[src/rtl/chaser_pkg.sv]
// Shared constants for the chaser: raw switch bit positions and input-conditioning defaults.
package chaser_pkg;

    localparam int RAW_WIDTH  = 6;
    localparam int SPEED_LSB  = 0;
    localparam int SPEED_MSB  = 2;
    localparam int TAIL_BIT   = 3;
    localparam int DIR_BIT    = 4;
    localparam int INVERT_BIT = 5;

    localparam int DEFAULT_TICK_WIDTH     = 10;
    localparam int DEFAULT_DEBOUNCE_COUNT = 4;

endpackage

[src/rtl/chaser_debounce_bit.sv]
// One switch input: two-flop synchroniser followed by a stable register.
// CHASER_INPUT_DEBOUNCE_EN adds a per-bit match counter qualified on sample ticks.
module chaser_debounce_bit #(
    parameter int DEBOUNCE_COUNT = chaser_pkg::DEFAULT_DEBOUNCE_COUNT
) (
    input  logic clk,
    input  logic reset_n,
    input  logic sample_tick,
    input  logic raw,
    output logic stable
);

    logic sync_meta;
    logic sync_out;

    if (DEBOUNCE_COUNT < 1 || DEBOUNCE_COUNT > 15) begin : g_bad_count
        $error("chaser_debounce_bit: DEBOUNCE_COUNT must be 1..15");
    end

    always_ff @(posedge clk) begin
        if (!reset_n) begin
            sync_meta <= 1'b0;
            sync_out  <= 1'b0;
        end else begin
            sync_meta <= raw;
            sync_out  <= sync_meta;
        end
    end

`ifdef CHASER_INPUT_DEBOUNCE_EN
    localparam logic [3:0] MATCH_TARGET = 4'(DEBOUNCE_COUNT);

    logic [3:0] match_count;
    logic [3:0] match_next;

    assign match_next = match_count + 4'd1;

    // Any tick that agrees with the current level restarts qualification.
    always_ff @(posedge clk) begin
        if (!reset_n) begin
            stable      <= 1'b0;
            match_count <= 4'd0;
        end else if (sample_tick) begin
            if (sync_out != stable) begin
                if (match_next == MATCH_TARGET) begin
                    stable      <= sync_out;
                    match_count <= 4'd0;
                end else begin
                    match_count <= match_next;
                end
            end else begin
                match_count <= 4'd0;
            end
        end
    end
`else
    always_ff @(posedge clk) begin
        if (!reset_n) begin
            stable <= 1'b0;
        end else if (sample_tick) begin
            stable <= sync_out;
        end
    end
`endif

endmodule

[src/rtl/chaser_input_cond.sv]
// Conditions the six chaser switch inputs and pulses cfg_strobe after any conditioned change.
// CHASER_INPUT_DEBOUNCE_EN enables the sample prescaler and debounce counters.
module chaser_input_cond
    import chaser_pkg::*;
#(
    parameter int TICK_WIDTH     = DEFAULT_TICK_WIDTH,
    parameter int DEBOUNCE_COUNT = DEFAULT_DEBOUNCE_COUNT
) (
    input  logic       clk,
    input  logic       reset_n,
    input  logic [5:0] raw_in,
    output logic [2:0] speed,
    output logic       tail,
    output logic       direction,
    output logic       led_invert,
    output logic       cfg_strobe
);

    logic                 sample_tick;
    logic [RAW_WIDTH-1:0] stable_vec;
    logic [RAW_WIDTH-1:0] prev_stable;

    if (TICK_WIDTH < 1) begin : g_bad_tick
        $error("chaser_input_cond: TICK_WIDTH must be at least 1");
    end

`ifdef CHASER_INPUT_DEBOUNCE_EN
    logic [TICK_WIDTH-1:0] prescaler;

    always_ff @(posedge clk) begin
        if (!reset_n) begin
            prescaler <= '0;
        end else begin
            prescaler <= prescaler + 1'b1;
        end
    end

    assign sample_tick = &prescaler;
`else
    // Without debouncing every clock is a sample point.
    assign sample_tick = 1'b1;
`endif

    for (genvar i = 0; i < RAW_WIDTH; i++) begin : g_bit
        chaser_debounce_bit #(
            .DEBOUNCE_COUNT(DEBOUNCE_COUNT)
        ) u_bit (
            .clk        (clk),
            .reset_n    (reset_n),
            .sample_tick(sample_tick),
            .raw        (raw_in[i]),
            .stable     (stable_vec[i])
        );
    end

    // prev_stable clears with the stable bits, so leaving reset never strobes by itself.
    always_ff @(posedge clk) begin
        if (!reset_n) begin
            prev_stable <= '0;
            cfg_strobe  <= 1'b0;
        end else begin
            prev_stable <= stable_vec;
            cfg_strobe  <= |(stable_vec ^ prev_stable);
        end
    end

    assign speed      = stable_vec[SPEED_MSB:SPEED_LSB];
    assign tail       = stable_vec[TAIL_BIT];
    assign direction  = stable_vec[DIR_BIT];
    assign led_invert = stable_vec[INVERT_BIT];

endmodule
[config.mk]
export PLATFORM = sky130hd
export DESIGN_NAME = chaser_input_cond
export DESIGN_NICKNAME = d
export VERILOG_FILES = /design/src/rtl/chaser_pkg.sv /design/src/rtl/chaser_debounce_bit.sv /design/src/rtl/chaser_input_cond.sv
export SDC_FILE = /design/constraint.sdc
export NUM_CORES = 1
export LEC_CHECK = 0
export BUFFER_PORTS_ARGS = -buffer_cell sky130_fd_sc_hd__buf_4
export CAP_MARGIN = 10
export CELL_PAD_IN_SITES_DETAIL_PLACEMENT = 1
export CELL_PAD_IN_SITES_GLOBAL_PLACEMENT = 2
export CORE_ASPECT_RATIO = 0.7
export CORE_UTILIZATION = 30
export DETAILED_ROUTE_END_ITERATION = 8
export GPL_ROUTABILITY_DRIVEN = 0
export PLACE_DENSITY = 0.8
export SLEW_MARGIN = 10
export SYNTH_ARGS = -nofsm -noshare
export SYNTH_HDL_FRONTEND = slang
export SYNTH_HIERARCHICAL = 1
export SYNTH_SLANG_ARGS = --single-unit
[constraint.sdc]
create_clock -name clk -period 0.9 [get_ports clk]
set_input_delay 0.045 -clock clk [delete_from_list [all_inputs] [get_ports clk]]
set_output_delay 0.045 -clock clk [all_outputs]
set_load 0.02 [all_outputs]
==> metrics.yaml <==
synth_area_um2: 782
slew_violations: 0
dp.cells: 122
final_layout_size_suffix_gt1_share_pct: 35.6
startpoint: "g_bit[0].u_bit/stable$_SDFFE_PN0P_"
numCtsBuffers: 3
vias_per_cell: 3.99
fmax_mhz: 1020
critPathArrivalTime_ns: 1.14
finalWirelength_um: 1330
path_max_fanout: 2
synth_mux_area_share_pct: 7.68
diodes: 0
layout_commonest_cell: "and2_1"
clk_latency_ns: 0.26
chipWidth_um: 63.0
syn_inst: 64
peakVddDrop_mv: 1.17
failed_checks: "setup timing"
cp.required_ns: 1.05
hold_class: "primary input to register"
cts.sinks: 25
die_y_um: 44.7
drc_errors: 0
end_kind: "register"
hold_start: "reset_n"
drt-pass1-iter-count: 4
track_usage_pct: 11.2
antenna_found_initial: 0
period_share_pct: 109
grt_pass1_wl_um: 2330
r2r-start: "g_bit[0].u_bit/stable$_SDFFE_PN0P_"
hold_viol_final: 0
die_area_um2: 2820
htree_levels: 1
synth_xor_area_share_pct: 6.72
synth.avg_cell_area_um2: 12.2
coreArea_um2: 2460
fin_cells: 135
min_period_ns: 0.983
rsz0062_at_grt: "yes"
port-buffer-count: 14
synthSimpleGateAreaFrac_pct: 20.0
clockBufferDepth: 2
clock-root-buffer: "clkbuf_8"
ys_seq_elements: 25
vias: 539
wire_per_inst_um: 9.81
cts_tree: "built"
num_io_pins: 15
synthAdderAreaFrac_pct: 0
rows: 15
setup_viol: 1
synth_top_family_by_area: "simple AND/OR/NAND/NOR gates"
maxCapViolations: 0
clkTransAtPathRegs_ns: 0.08
status: "complete, but fails checks"
synth_compound_area_share_pct: 1.12
ys_warn_count: 6
grt_pass1_vias: 542
hold_slack_ns: 0.130
setup_slack_ns: -0.0830
grt.overflow.total: 0
initial_core_util_pct: 31.8
crit_type: "register to register"
p_leak_nw: 0.523
final.setup_skew_ns: 0.00178
synth_cell_type_count: 9
grt_start_max_net_pins: 26
power_density_nw_per_um2: 1630
seq_area_frac_synth_pct: 64.0
pre_cts_slack_ns: -0.0694
layout_common_cells: "and2_1 (18), dfxtp_1 (17), buf_4 (12)"
drtIter0Drc: 7
nets: 110
postRouteAntennaNets: 0
cp-start-kind: "register"
area.growth.synth_to_final_pct: 52.6
[cell families after synthesis]
| logic type | after synthesis |
|---|---|
| compound gates | 1 |
| other cells | 1 |
| xor+xnor | 6 |
| flops | 25 |
| mux | 6 |
| simple gates | 25 |
[timing repair]
item | in CTS | in global routing
setup endpoints to repair | 6 | 6
hold buffers | 6 | 0
pin swaps | 2 | 0
gates resized for setup | 13 | 2
endpoints found under the hold margin | 6 | 0
buffers inserted | 2 | 1
[critical path, cell delays in order (launching register included)]
cell	delay [ns]
dfxtp_4	0.36
xnor2_2	0.15
nand4_1	0.12
o31a_1	0.25
[worst paths after layout]
check	slack, ns	to	cells past startpoint
max	-0.08	cfg_strobe$_SDFF_PN0_	3
min reg2reg	0.44	g_bit[5].u_bit/sync_out$_SDFF_PN0_	1
min	0.13	cfg_strobe$_SDFF_PN0_	2
max reg2reg	-0.08	cfg_strobe$_SDFF_PN0_	3
[flip-flops by register name, summed over array words and instances, names as in the netlist]
name,flops
g_bit.u_bit/stable,6
g_bit.u_bit/sync_meta,6
g_bit.u_bit/sync_out,6
prev_stable,6
cfg_strobe,1
[metrics by stage]
stage	utilization [%]	setup TNS [ns]	area [um2]	total power (W)
finish	48.5	-0.0830	1190	0.00194
detailed placement	40.8	-0.0694	1000	0.00131
CTS	48.0	-0.118	1180	0.00199
global placement	40.8	-0.0537	1000	0.00131
floorplan	-	-0.0268	818	0.00124
global route	48.5	-0.257	1190	0.00207
[report_power, final]
part | internal, W | switching, W
Combinational | 0.000106 | 0.0000647
Clock | 0.000315 | 0.000305
Sequential | 0.00114 | 0.0000152
[metal layers]
layer / vias to the layer above / wire (um) / GRT usage [%] / part of all wire, %
met5: - / 0 / 0 / 0
met2: 12 / 675 / 20.4 / 51
met3: 0 / 90 / 6.82 / 6.8
met4: 0 / 0 / 0 / 0
met1: 256 / 559 / 12.1 / 42
li1: 271 / - / - / -
[layout make-up]
type | count | area (um2)
clock buffer | 4 | 45.0
fill | 272 | 1260
multi-input combinational | 44 | 323
sequential | 25 | 520
tap | 34 | 42.5
timing repair buffer | 28 | 263
[synth_stat cells]
master	number	area share, %
and2_1	18	14
conb_1	1	0.48
dfxtp_1	25	64
mux2i_1	6	7.7
nand4_1	1	0.80
nor2b_1	6	4.8
o31a_1	1	1.1
xnor2_1	4	4.5
xor2_1	2	2.2
Power figures use the tool's default switching activity.
